## src/rtl/face_state_editor_if.sv

```systemverilog
// Button inputs and registered display outputs of the face state editor.
// The design takes the slave modport; the driver of the buttons takes master.
interface face_state_editor_if;
    logic        btnUp;
    logic        btnDown;
    logic        btnLeft;
    logic        btnRight;
    logic        btnColour;
    logic        btnFace;
    logic [2:0]  faceSel;
    logic [3:0]  cursor;
    logic [26:0] faceColours;
    logic        cursorVisible;
    logic        editPulse;

    modport master (
        output btnUp, btnDown, btnLeft, btnRight, btnColour, btnFace,
        input  faceSel, cursor, faceColours, cursorVisible, editPulse
    );

    modport slave (
        input  btnUp, btnDown, btnLeft, btnRight, btnColour, btnFace,
        output faceSel, cursor, faceColours, cursorVisible, editPulse
    );
endinterface

```

## src/rtl/face_state_editor.sv

```systemverilog
// Cube face editor: 6 faces x 9 stickers of 3-bit colour, cursor and face selection.
// Optional cursor blink is enabled by defining CURSOR_BLINK_EN.
module face_state_editor #(
    parameter int BLINK_CYCLES = 25000000
) (
    input  logic               clk,
    input  logic               reset,
    face_state_editor_if.slave bus
);
    localparam logic [3:0] CentreIdx = 4'd4;

    // Button vector order doubles as action priority: bit 5 wins.
    logic [5:0]  btn_lvl;
    logic [5:0]  prev_q;
    logic [5:0]  rise;

    logic [2:0]  face_sel_q, face_sel_d;
    logic [3:0]  cursor_q, cursor_d;
    logic        edit_q, edit_d;
    logic        act_d;
    logic [26:0] faces_q [6];
    logic [26:0] cur_word;
    logic [26:0] edit_word;

    logic [2:0]  face_sel_out_q;
    logic [3:0]  cursor_out_q;
    logic [26:0] colours_out_q;
    logic        edit_pulse_q;

    logic row0, row2, col0, col2;

    assign btn_lvl  = {bus.btnFace, bus.btnColour, bus.btnUp,
                       bus.btnDown, bus.btnLeft, bus.btnRight};
    assign rise     = btn_lvl & ~prev_q;
    assign cur_word = faces_q[face_sel_q];

    assign row0 = (cursor_q < 4'd3);
    assign row2 = (cursor_q > 4'd5);
    assign col0 = (cursor_q == 4'd0) || (cursor_q == 4'd3) || (cursor_q == 4'd6);
    assign col2 = (cursor_q == 4'd2) || (cursor_q == 4'd5) || (cursor_q == 4'd8);

    // Candidate face word with only the sticker under the cursor advanced.
    genvar gi;
    generate
        for (gi = 0; gi < 9; gi++) begin : g_sticker
            logic [2:0] code;
            logic [2:0] code_adv;
            assign code     = cur_word[3*gi +: 3];
            assign code_adv = (code >= 3'd1 && code <= 3'd5) ? code + 3'd1 : 3'd1;
            assign edit_word[3*gi +: 3] = (cursor_q == 4'(gi)) ? code_adv : code;
        end
    endgenerate

    always_comb begin
        face_sel_d = face_sel_q;
        cursor_d   = cursor_q;
        edit_d     = 1'b0;
        act_d      = 1'b0;
        if (rise[5]) begin
            face_sel_d = (face_sel_q == 3'd5) ? 3'd0 : face_sel_q + 3'd1;
            cursor_d   = CentreIdx;
            act_d      = 1'b1;
        end else if (rise[4]) begin
            // The centre sticker defines the face colour and cannot be edited.
            if (cursor_q != CentreIdx) begin
                edit_d = 1'b1;
                act_d  = 1'b1;
            end
        end else if (rise[3]) begin
            cursor_d = row0 ? cursor_q + 4'd6 : cursor_q - 4'd3;
            act_d    = 1'b1;
        end else if (rise[2]) begin
            cursor_d = row2 ? cursor_q - 4'd6 : cursor_q + 4'd3;
            act_d    = 1'b1;
        end else if (rise[1]) begin
            cursor_d = col0 ? cursor_q + 4'd2 : cursor_q - 4'd1;
            act_d    = 1'b1;
        end else if (rise[0]) begin
            cursor_d = col2 ? cursor_q - 4'd2 : cursor_q + 4'd1;
            act_d    = 1'b1;
        end
    end

    always_ff @(posedge clk) begin
        if (reset) begin
            prev_q         <= '1;
            face_sel_q     <= 3'd0;
            cursor_q       <= CentreIdx;
            edit_q         <= 1'b0;
            for (int f = 0; f < 6; f++) begin
                faces_q[f] <= {9{3'(f + 1)}};
            end
            face_sel_out_q <= 3'd0;
            cursor_out_q   <= CentreIdx;
            colours_out_q  <= 27'o111111111;
            edit_pulse_q   <= 1'b0;
        end else begin
            prev_q     <= btn_lvl;
            face_sel_q <= face_sel_d;
            cursor_q   <= cursor_d;
            edit_q     <= edit_d;
            if (edit_d) begin
                faces_q[face_sel_q] <= edit_word;
            end
            // Output stage lags the state by one cycle so editPulse aligns with the new colours.
            face_sel_out_q <= face_sel_q;
            cursor_out_q   <= cursor_q;
            colours_out_q  <= cur_word;
            edit_pulse_q   <= edit_q;
        end
    end

    assign bus.faceSel     = face_sel_out_q;
    assign bus.cursor      = cursor_out_q;
    assign bus.faceColours = colours_out_q;
    assign bus.editPulse   = edit_pulse_q;

`ifdef CURSOR_BLINK_EN
    logic [31:0] blink_cnt_q;
    logic        visible_q;

    always_ff @(posedge clk) begin
        if (reset) begin
            blink_cnt_q <= 32'd0;
            visible_q   <= 1'b1;
        end else if (act_d) begin
            blink_cnt_q <= 32'd0;
            visible_q   <= 1'b1;
        end else if (blink_cnt_q == 32'(BLINK_CYCLES - 1)) begin
            blink_cnt_q <= 32'd0;
            visible_q   <= ~visible_q;
        end else begin
            blink_cnt_q <= blink_cnt_q + 32'd1;
        end
    end

    assign bus.cursorVisible = visible_q;
`else
    logic blink_cycles_unused;
    assign blink_cycles_unused = (BLINK_CYCLES > 0) ^ act_d;
    assign bus.cursorVisible   = 1'b1;
`endif
endmodule
```

## src/flat_wrapper.sv

```systemverilog
// flat-port wrapper written by rule: the top's interface ports become plain ports
module face_state_editor_flat 
#(
    parameter int BLINK_CYCLES = 25000000
)
  (clk, reset, bus_btnUp, bus_btnDown, bus_btnLeft, bus_btnRight, bus_btnColour, bus_btnFace, bus_faceSel, bus_cursor, bus_faceColours, bus_cursorVisible, bus_editPulse);
  face_state_editor_if bus_i ();
  input  logic clk;
  input  logic reset;
  input wire logic [$bits(bus_i.btnUp)-1:0] bus_btnUp;
  input wire logic [$bits(bus_i.btnDown)-1:0] bus_btnDown;
  input wire logic [$bits(bus_i.btnLeft)-1:0] bus_btnLeft;
  input wire logic [$bits(bus_i.btnRight)-1:0] bus_btnRight;
  input wire logic [$bits(bus_i.btnColour)-1:0] bus_btnColour;
  input wire logic [$bits(bus_i.btnFace)-1:0] bus_btnFace;
  output wire logic [$bits(bus_i.faceSel)-1:0] bus_faceSel;
  output wire logic [$bits(bus_i.cursor)-1:0] bus_cursor;
  output wire logic [$bits(bus_i.faceColours)-1:0] bus_faceColours;
  output wire logic [$bits(bus_i.cursorVisible)-1:0] bus_cursorVisible;
  output wire logic [$bits(bus_i.editPulse)-1:0] bus_editPulse;
  assign bus_i.btnUp = bus_btnUp;
  assign bus_i.btnDown = bus_btnDown;
  assign bus_i.btnLeft = bus_btnLeft;
  assign bus_i.btnRight = bus_btnRight;
  assign bus_i.btnColour = bus_btnColour;
  assign bus_i.btnFace = bus_btnFace;
  assign bus_faceSel = bus_i.faceSel;
  assign bus_cursor = bus_i.cursor;
  assign bus_faceColours = bus_i.faceColours;
  assign bus_cursorVisible = bus_i.cursorVisible;
  assign bus_editPulse = bus_i.editPulse;
  face_state_editor #(.BLINK_CYCLES(BLINK_CYCLES)) u_core (.clk(clk), .reset(reset), .bus(bus_i));
endmodule
```

## config.mk

```make
export PLATFORM = sky130hd
export DESIGN_NAME = face_state_editor_flat
export DESIGN_NICKNAME = d
export VERILOG_FILES = /design/src/rtl/face_state_editor_if.sv /design/src/rtl/face_state_editor.sv /design/src/flat_wrapper.sv
export SDC_FILE = /design/constraint.sdc
export NUM_CORES = 1
export LEC_CHECK = 0
export CAP_MARGIN = 40
export CORE_MARGIN = 2
export CORE_UTILIZATION = 40
export CTS_CLUSTER_SIZE = 12
export DETAILED_ROUTE_END_ITERATION = 10
export GPL_TIMING_DRIVEN = 0
export SLEW_MARGIN = 5
export SYNTH_ARGS = -nofsm -noshare
export SYNTH_HDL_FRONTEND = slang
export SYNTH_SLANG_ARGS = --single-unit
```

## constraint.sdc

```tcl
create_clock -name clk -period 4.4 [get_ports clk]
set_input_delay 0.88 -clock clk [delete_from_list [all_inputs] [get_ports clk]]
set_output_delay 0.88 -clock clk [all_outputs]
set_load 0.005 [all_outputs]
```

==> results.sh, run 1 <==
export IMPL_remaining_drc_errors=0
export IMPL_first_pass_iters=5
export IMPL_rrSetupSlack_ps=1030
export IMPL_ys_ff_latch=268
export IMPL_setup_worst_path_end_class="flip-flop"
export IMPL_cap_violations=0
export IMPL_cts_buffers=30
export IMPL_max_slew_margin_pct=42.5
export IMPL_setup_worst_path_start_class="primary input"
export IMPL_vias=7640
export IMPL_n_fill_cell=2684
export IMPL_grt_antenna_before_repair=0
export IMPL_die_w_um=179
export IMPL_final_cell_mix="216 x edfxtp_1, 128 x nor2_1, 110 x nand2_1"
export IMPL_crit_fanout=16
export IMPL_gp_congestion=0.812
export IMPL_ys_types=68
export IMPL_final_common_cell="edfxtp_1"
export IMPL_wire_per_inst_um=22.9
export IMPL_drt_initial_drc_count=748
export IMPL_arrival_ps=3790
export IMPL_synthAdderAreaFrac_pct=2.74
export IMPL_postPlaceCellArea_um2=13600
export IMPL_syn_inst=887
export IMPL_reg2reg_depth=11
export IMPL_wirelength_met1_um=13800
export IMPL_cts_root_buf="clkbuf_16"
export IMPL_drive_gt1_share_pct=19.6
export IMPL_clock_skew_ps=19.3
export IMPL_reg2reg_to="u_core.faces_q[7][7]$_DFFE_PP_"
export IMPL_synth_compound_area_share_pct=5.08
export IMPL_diodes=0
export IMPL_wl_met2_um=15200
export IMPL_hold_end="u_core.bus.editPulse$_SDFF_PP0_"
export IMPL_final_area_um2=14600
export IMPL_rows=64
export IMPL_ys_seq_area_share_pct=61.1
export IMPL_track_usage_pct=19.9
export IMPL_ctsHtreeMaxLevel=1
export IMPL_die_y_um=179
export IMPL_hold_depth=1
export IMPL_synth_avg_cell_area_um2=13.9
export IMPL_synthSimpleGateAreaFrac_pct=12.1
export IMPL_syn_nets=922
export IMPL_hold_class="reg2reg"
export IMPL_required_ps=4670
export IMPL_peakVddDrop_mv=0.312
export IMPL_design_die_area_um2=32200
export IMPL_synth_xor_area_share_pct=0.995
export IMPL_yosysWarnings=0
export IMPL_finalCriticalPeriod_ps=3520
export IMPL_cts_tree="done"
export IMPL_multi_input_area_um2=4360
export IMPL_pwr_density_cell_nw_per_um2=404
export IMPL_fin_util_pct=47.9
export IMPL_path_class="in2reg"
export IMPL_grt_pass1_wl_um=47900
export IMPL_clk_pin_slew_ps=60
export IMPL_portBuffers=41
export IMPL_grt_pass1_vias=7655
export IMPL_hold_viol=0
export IMPL_cts_hold_buf=0
export IMPL_vias_per_cell=5.45
export IMPL_worstMarginPinSlew_ps=857
export IMPL_cellLeakagePower_uw=0.00489
export IMPL_fmax_mhz=284
export IMPL_outcome="completed"
export IMPL_syn_to_final_growth_pct=18.2
export IMPL_synth_mux_area_share_pct=14.1
export IMPL_io_pins=44
export IMPL_finalSetupViolations=0
export IMPL_min_period_over_period_pct=80.0
export IMPL_grt_max_degree=22
export IMPL_wl_met3_um=2120
export IMPL_synth_cell_area_um2=12300
export IMPL_nNetsFinal=1016
export IMPL_grt_ovfl_total=0
export IMPL_rsz0062_at_grt="false"
export IMPL_dp_hpwl_um=21500
export IMPL_start_util_pct=40.5
export IMPL_regArea_um2=7530
export IMPL_cts_setup_buffers=0
export IMPL_wl_um=32100
export IMPL_worstHoldStart="u_core.edit_q$_SDFF_PP0_"
export IMPL_clock_latency_ps=570
export IMPL_antenna_left=0
export IMPL_core_um2=30400
export IMPL_clock_sinks=268
export IMPL_drv_slew=0
export IMPL_clockBufferDepth=3
export IMPL_post_cts_resized=0
export IMPL_synth_top_family_by_area="multiplexers"
export IMPL_highest_layer="met4"
flip-flops by register name, indices dropped and copies added, names as in the netlist, named ones only:
signal                  cells
u_core.bus.cursor           4
u_core.face_sel_q           3
u_core.bus.editPulse        1
u_core.bus.faceColours     27
u_core.bus.faceSel          3
u_core.prev_q               6
u_core.edit_q               1
u_core.faces_q            216
u_core.cursor_q             4
metrics by stage:
step	std cells	hold slack, ps	setup TNS [ps]	power (uW)	setup slack, ps
detailed placement	1345	432	0	3470	315
global placement	1324	429	-167160	3450	-3380
finish	1401	445	0	5880	879
floorplan	887	414	0	3260	39.2
CTS	1401	445	0	5920	900
global route	1401	465	0	6080	777
how the worst max path moves through the flow:
stage / from / to / slack, ps / depth (start not counted)
6_report: bus_btnFace / u_core.faces_q[2][12]$_SDFFCE_PN1P_ / 880 / 10
5_1_grt: bus_btnFace / u_core.faces_q[6][23]$_DFFE_PP_ / 780 / 11
4_1_cts: bus_btnFace / u_core.faces_q[2][12]$_SDFFCE_PN1P_ / 900 / 10
3_5_place_dp: bus_btnFace / u_core.faces_q[2][15]$_SDFFCE_PN1P_ / 310 / 10
3_3_place_gp: bus_btnFace / u_core.faces_q[6][15]$_DFFE_PP_ / -3380 / 8
2_1_floorplan: bus_btnFace / u_core.faces_q[6][0]$_DFFE_PP_ / 40 / 7
cell usage after synthesis, drive strengths merged:
master / count / area share, %
a21oi: 17 / 0.69
nand2b: 20 / 1.0
nand3b: 1 / 0.061
a31oi: 2 / 0.15
or2: 11 / 0.56
or3: 1 / 0.051
a221oi: 4 / 0.62
nor3b: 2 / 0.12
o21bai: 1 / 0.061
o32a: 1 / 0.081
ha: 27 / 2.7
inv: 44 / 1.3
xor2: 8 / 0.57
a32oi: 1 / 0.071
a311oi: 1 / 0.071
clkbuf: 20 / 1.0
a21o: 4 / 0.24
a211o: 2 / 0.14
nor2b: 14 / 0.71
o311a: 2 / 0.35
o31a: 3 / 0.21
xnor2: 6 / 0.43
or2b: 2 / 0.13
mux4: 54 / 10
and3: 2 / 0.10
o21ai: 12 / 0.55
a21boi: 4 / 0.24
a32o: 1 / 0.081
nor4: 1 / 0.10
and4: 1 / 0.071
conb: 1 / 0.030
edfxtp: 216 / 53
nand3: 14 / 0.57
nor3: 14 / 0.65
nand4b: 3 / 0.26
o2bb2ai: 1 / 0.071
nor2: 130 / 4.0
o31ai: 10 / 0.89
dfxtp: 52 / 8.5
mux2i: 31 / 3.9
o211ai: 4 / 0.24
a211oi: 5 / 0.30
and2: 5 / 0.26
nand2: 112 / 3.5
buf: 20 / 1.5
where the power goes:
part	switching, uW	internal (uW)	leakage, uW	total [uW]
sequential	24.9	2790	0.00241	2820
clock	1010	1450	0.000483	2460
combinational	363	242	0.00200	605
cell families (layout without fill, tap and decap cells):
kind of cell / Yosys count / after routing
and+or+nand+nor: 333 / 333
DFF: 268 / 268
muxes: 85 / 85
buffers and inverters: 84 / 202
AOI/OAI and AO/OA: 75 / 75
adders and majority gates: 27 / 27
xor gates and xnor gates: 14 / 14
other: 1 / 1
cell type report:
class	instances	share of cell area, %
plain buffers	40	2.15
clock buffers	47	6.14
clock inverters	9	0.627
inverters	44	1.13
multi-input cells	535	29.9
flip-flops and latches	268	51.7
well taps	396	3.40
repair buffers	62	4.91
routing by layer:
layer / global-route usage (%) / up-vias
met3: 2.88 / 66
li1: - / 3420
met5: 0 / -
met4: 6.08 / 0
met1: 27.6 / 3843
met2: 32.4 / 311
worst max-delay path, stage by stage:
cell and delay, ps:
clkdlybuf4s50_1 440, nor2b_1 220, or2_2 290, clkbuf_1 190, nand2b_1 190, clkbuf_8 200
nor3_2 440, buf_6 220, or2_2 450, buf_16 240
Power figures use the tool's default switching activity.
==> run 2: changes to the inputs <==
- clock period: 4.4 -> 3.2 ns (I/O delays scaled with it)
==> run 2 against run 1 <==
  * Clock power up 34%
  * Core utilization is 0.35 points higher
  * Clock skew up 6.6 ps
  * Critical path type is now reg2reg
  * Critical endpoint is now u_core.faces_q[7][7]$_DFFE_PP_
  * Largest cell class unchanged
==> results.sh, run 2 (synthesis gave the netlist of run 1 again) <==
export IMPL_finalCriticalPeriod_ps=3010
export IMPL_rows=64
export IMPL_wl_um=32500
export IMPL_worst_slack_ps=186
export IMPL_drt_initial_drc_count=685
export IMPL_grt_antenna_before_repair=0
export IMPL_largest_register_ffs=216
export IMPL_cap_violations=0
export IMPL_vias_per_cell=5.47
export IMPL_hold_end="u_core.bus.editPulse$_SDFF_PP0_"
export IMPL_rrSetupSlack_ps=190
export IMPL_cellLeakagePower_uw=0.00490
export IMPL_clock_skew_ps=25.8
export IMPL_drv_slew=0
export IMPL_syn_to_final_growth_pct=19.1
export IMPL_first_pass_iters=5
export IMPL_pwr_density_cell_nw_per_um2=547
export IMPL_crit_chain="clkbuf_8, buf_2, buf_4, mux4_2, mux2i_4, inv_1, ha_1, nand4b_2, a31oi_4, inv_1"
export IMPL_die_y_um=179
export IMPL_required_ps=3490
export IMPL_remaining_drc_errors=0
export IMPL_reg2reg_to="u_core.faces_q[7][7]$_DFFE_PP_"
export IMPL_critPathMostFrequentCell="inv_1"
export IMPL_final_cell_mix="216 x edfxtp_1, 128 x nor2_1, 109 x nand2_1"
export IMPL_io_pins=44
export IMPL_start_util_pct=40.5
export IMPL_design_die_area_um2=32200
export IMPL_grt_max_degree=21
export IMPL_arrival_ps=3300
export IMPL_clock_latency_ps=570
export IMPL_reg2reg_depth=10
export IMPL_grt_ovfl_total=0
export IMPL_rsz0062_at_grt="false"
export IMPL_regMostFlops="u_core.faces_q"
export IMPL_cts_tree="done"
export IMPL_final_common_cell="edfxtp_1"
export IMPL_slowest_delay_ps=360
export IMPL_fmax_mhz=332
export IMPL_max_slew_margin_pct=42.0
export IMPL_grt_pass1_wl_um=48900
export IMPL_peakVddDrop_mv=0.365
export IMPL_crit_fanout=10
export IMPL_nNetsFinal=1018
export IMPL_worstMarginPinSlew_ps=870
export IMPL_dp_hpwl_um=21700
export IMPL_hold_depth=1
export IMPL_hold_class="reg2reg"
export IMPL_cts_root_buf="clkbuf_16"
export IMPL_n_fill_cell=2671
export IMPL_outcome="completed"
export IMPL_path_class="reg2reg"
export IMPL_antenna_left=0
export IMPL_min_period_over_period_pct=94.2
export IMPL_slowest_stage="mux4_2"
export IMPL_setup_worst_path_end_class="flip-flop"
export IMPL_finalSetupViolations=0
export IMPL_wire_per_inst_um=23.2
export IMPL_clock_sinks=268
export IMPL_portBuffers=41
export IMPL_hold_viol=0
export IMPL_worstHoldStart="u_core.edit_q$_SDFF_PP0_"
export IMPL_vias=7664
export IMPL_grt_pass1_vias=7729
export IMPL_core_um2=30400
export IMPL_cts_buffers=29
export IMPL_track_usage_pct=20.2
export IMPL_setup_worst_path_start_class="flip-flop"
export IMPL_diodes=0
export IMPL_finalPower_uw=8030
export IMPL_post_place_ws_ps=-637
export IMPL_gp_congestion=0.838
export IMPL_clockBufferDepth=3
export IMPL_drive_gt1_share_pct=20.3
export IMPL_die_w_um=179
export IMPL_ctsHtreeMaxLevel=1
export IMPL_cts_hold_buf=0
export IMPL_clk_pin_slew_ps=60
## run 2: changes by cell type in the layout (fill, tap and decap cells not counted), sizes merged
cell,before,now
buf,41,43
clkbuf,67,71
clkinv,7,2
## run 2: worst max path at each step
| stage | slack, ps | start | endpoint | cells past startpoint |
|---|---|---|---|---|
| final | 190 | flip-flop | u_core.faces_q[7][7]$_DFFE_PP_ | 10 |
| after global routing | 9 | flip-flop | u_core.faces_q[6][19]$_DFFE_PP_ | 10 |
| after CTS | 10 | u_core.cursor_q[0]$_SDFFE_PP0P_ | u_core.faces_q[3][3]$_SDFFCE_PN0P_ | 8 |
| after detailed placement | -640 | bus_btnFace | u_core.faces_q[2][15]$_SDFFCE_PN1P_ | 9 |
| after global placement | -1910 | bus_btnColour | u_core.faces_q[7][22]$_DFFE_PP_ | 6 |
| after floorplan | 140 | bus_btnFace | u_core.faces_q[4][0]$_SDFFCE_PN1P_ | 8 |
## run 2: repair_timing
item                       4_1_cts  5_1_grt
pin swaps                        2        3
resized for setup               10       19
hold endpoints to repair         0        0
setup endpoints to repair       83      169
buffers inserted                 2        5
## run 2: final cells by class
class / count / area, um^2 / area share (%)
sequential: 268 / 7530 / 51.3
inverter: 44 / 169 / 1.15
timing repair buffer: 65 / 742 / 5.06
multi-input combinational: 535 / 4450 / 30.3
clock inverter: 4 / 58.8 / 0.401
buffer: 40 / 340 / 2.32
clock buffer: 50 / 885 / 6.03
tap: 396 / 495 / 3.38
## run 2: critical path, delay by kind of cell (launching register included)
kind,cells,cell delay [ps]
AO/OA/AOI/OAI,1,310
AND/OR/NAND/NOR,1,260
multiplexers,2,620
flip-flops,1,320
buffers and inverters,5,990
adder cells (fa/ha/maj),1,240
## run 2: through the flow
stage | setup TNS, ps | area [um^2] | std cells | utilization, % | hold slack [ps]
floorplan | 0 | 12300 | 887 | - | 414
global placement | -387520 | 13200 | 1324 | 43.5 | 466
detailed placement | -84970 | 13600 | 1341 | 44.5 | 459
CTS | 0 | 14600 | 1397 | 47.9 | 467
global route | 0 | 14700 | 1402 | 48.2 | 485
finish | 0 | 14700 | 1402 | 48.2 | 469
## run 2: where the power goes
part,switching (uW),internal [uW],leakage [uW],total [uW]
sequential,33.8,3840,0.00241,3870
combinational,510,343,0.00203,853
clock,1350,1950,0.000460,3300
## run 2: metal layers
| layer | track usage, % | share of wire (%) | vias to the layer above |
|---|---|---|---|
| met3 | 3.50 | 6.9 | 55 |
| met1 | 27.8 | 43 | 3889 |
| li1 | - | - | 3420 |
| met2 | 33.4 | 48 | 300 |
| met4 | 5.33 | 2.5 | 0 |
| met5 | 0 | 0 | - |
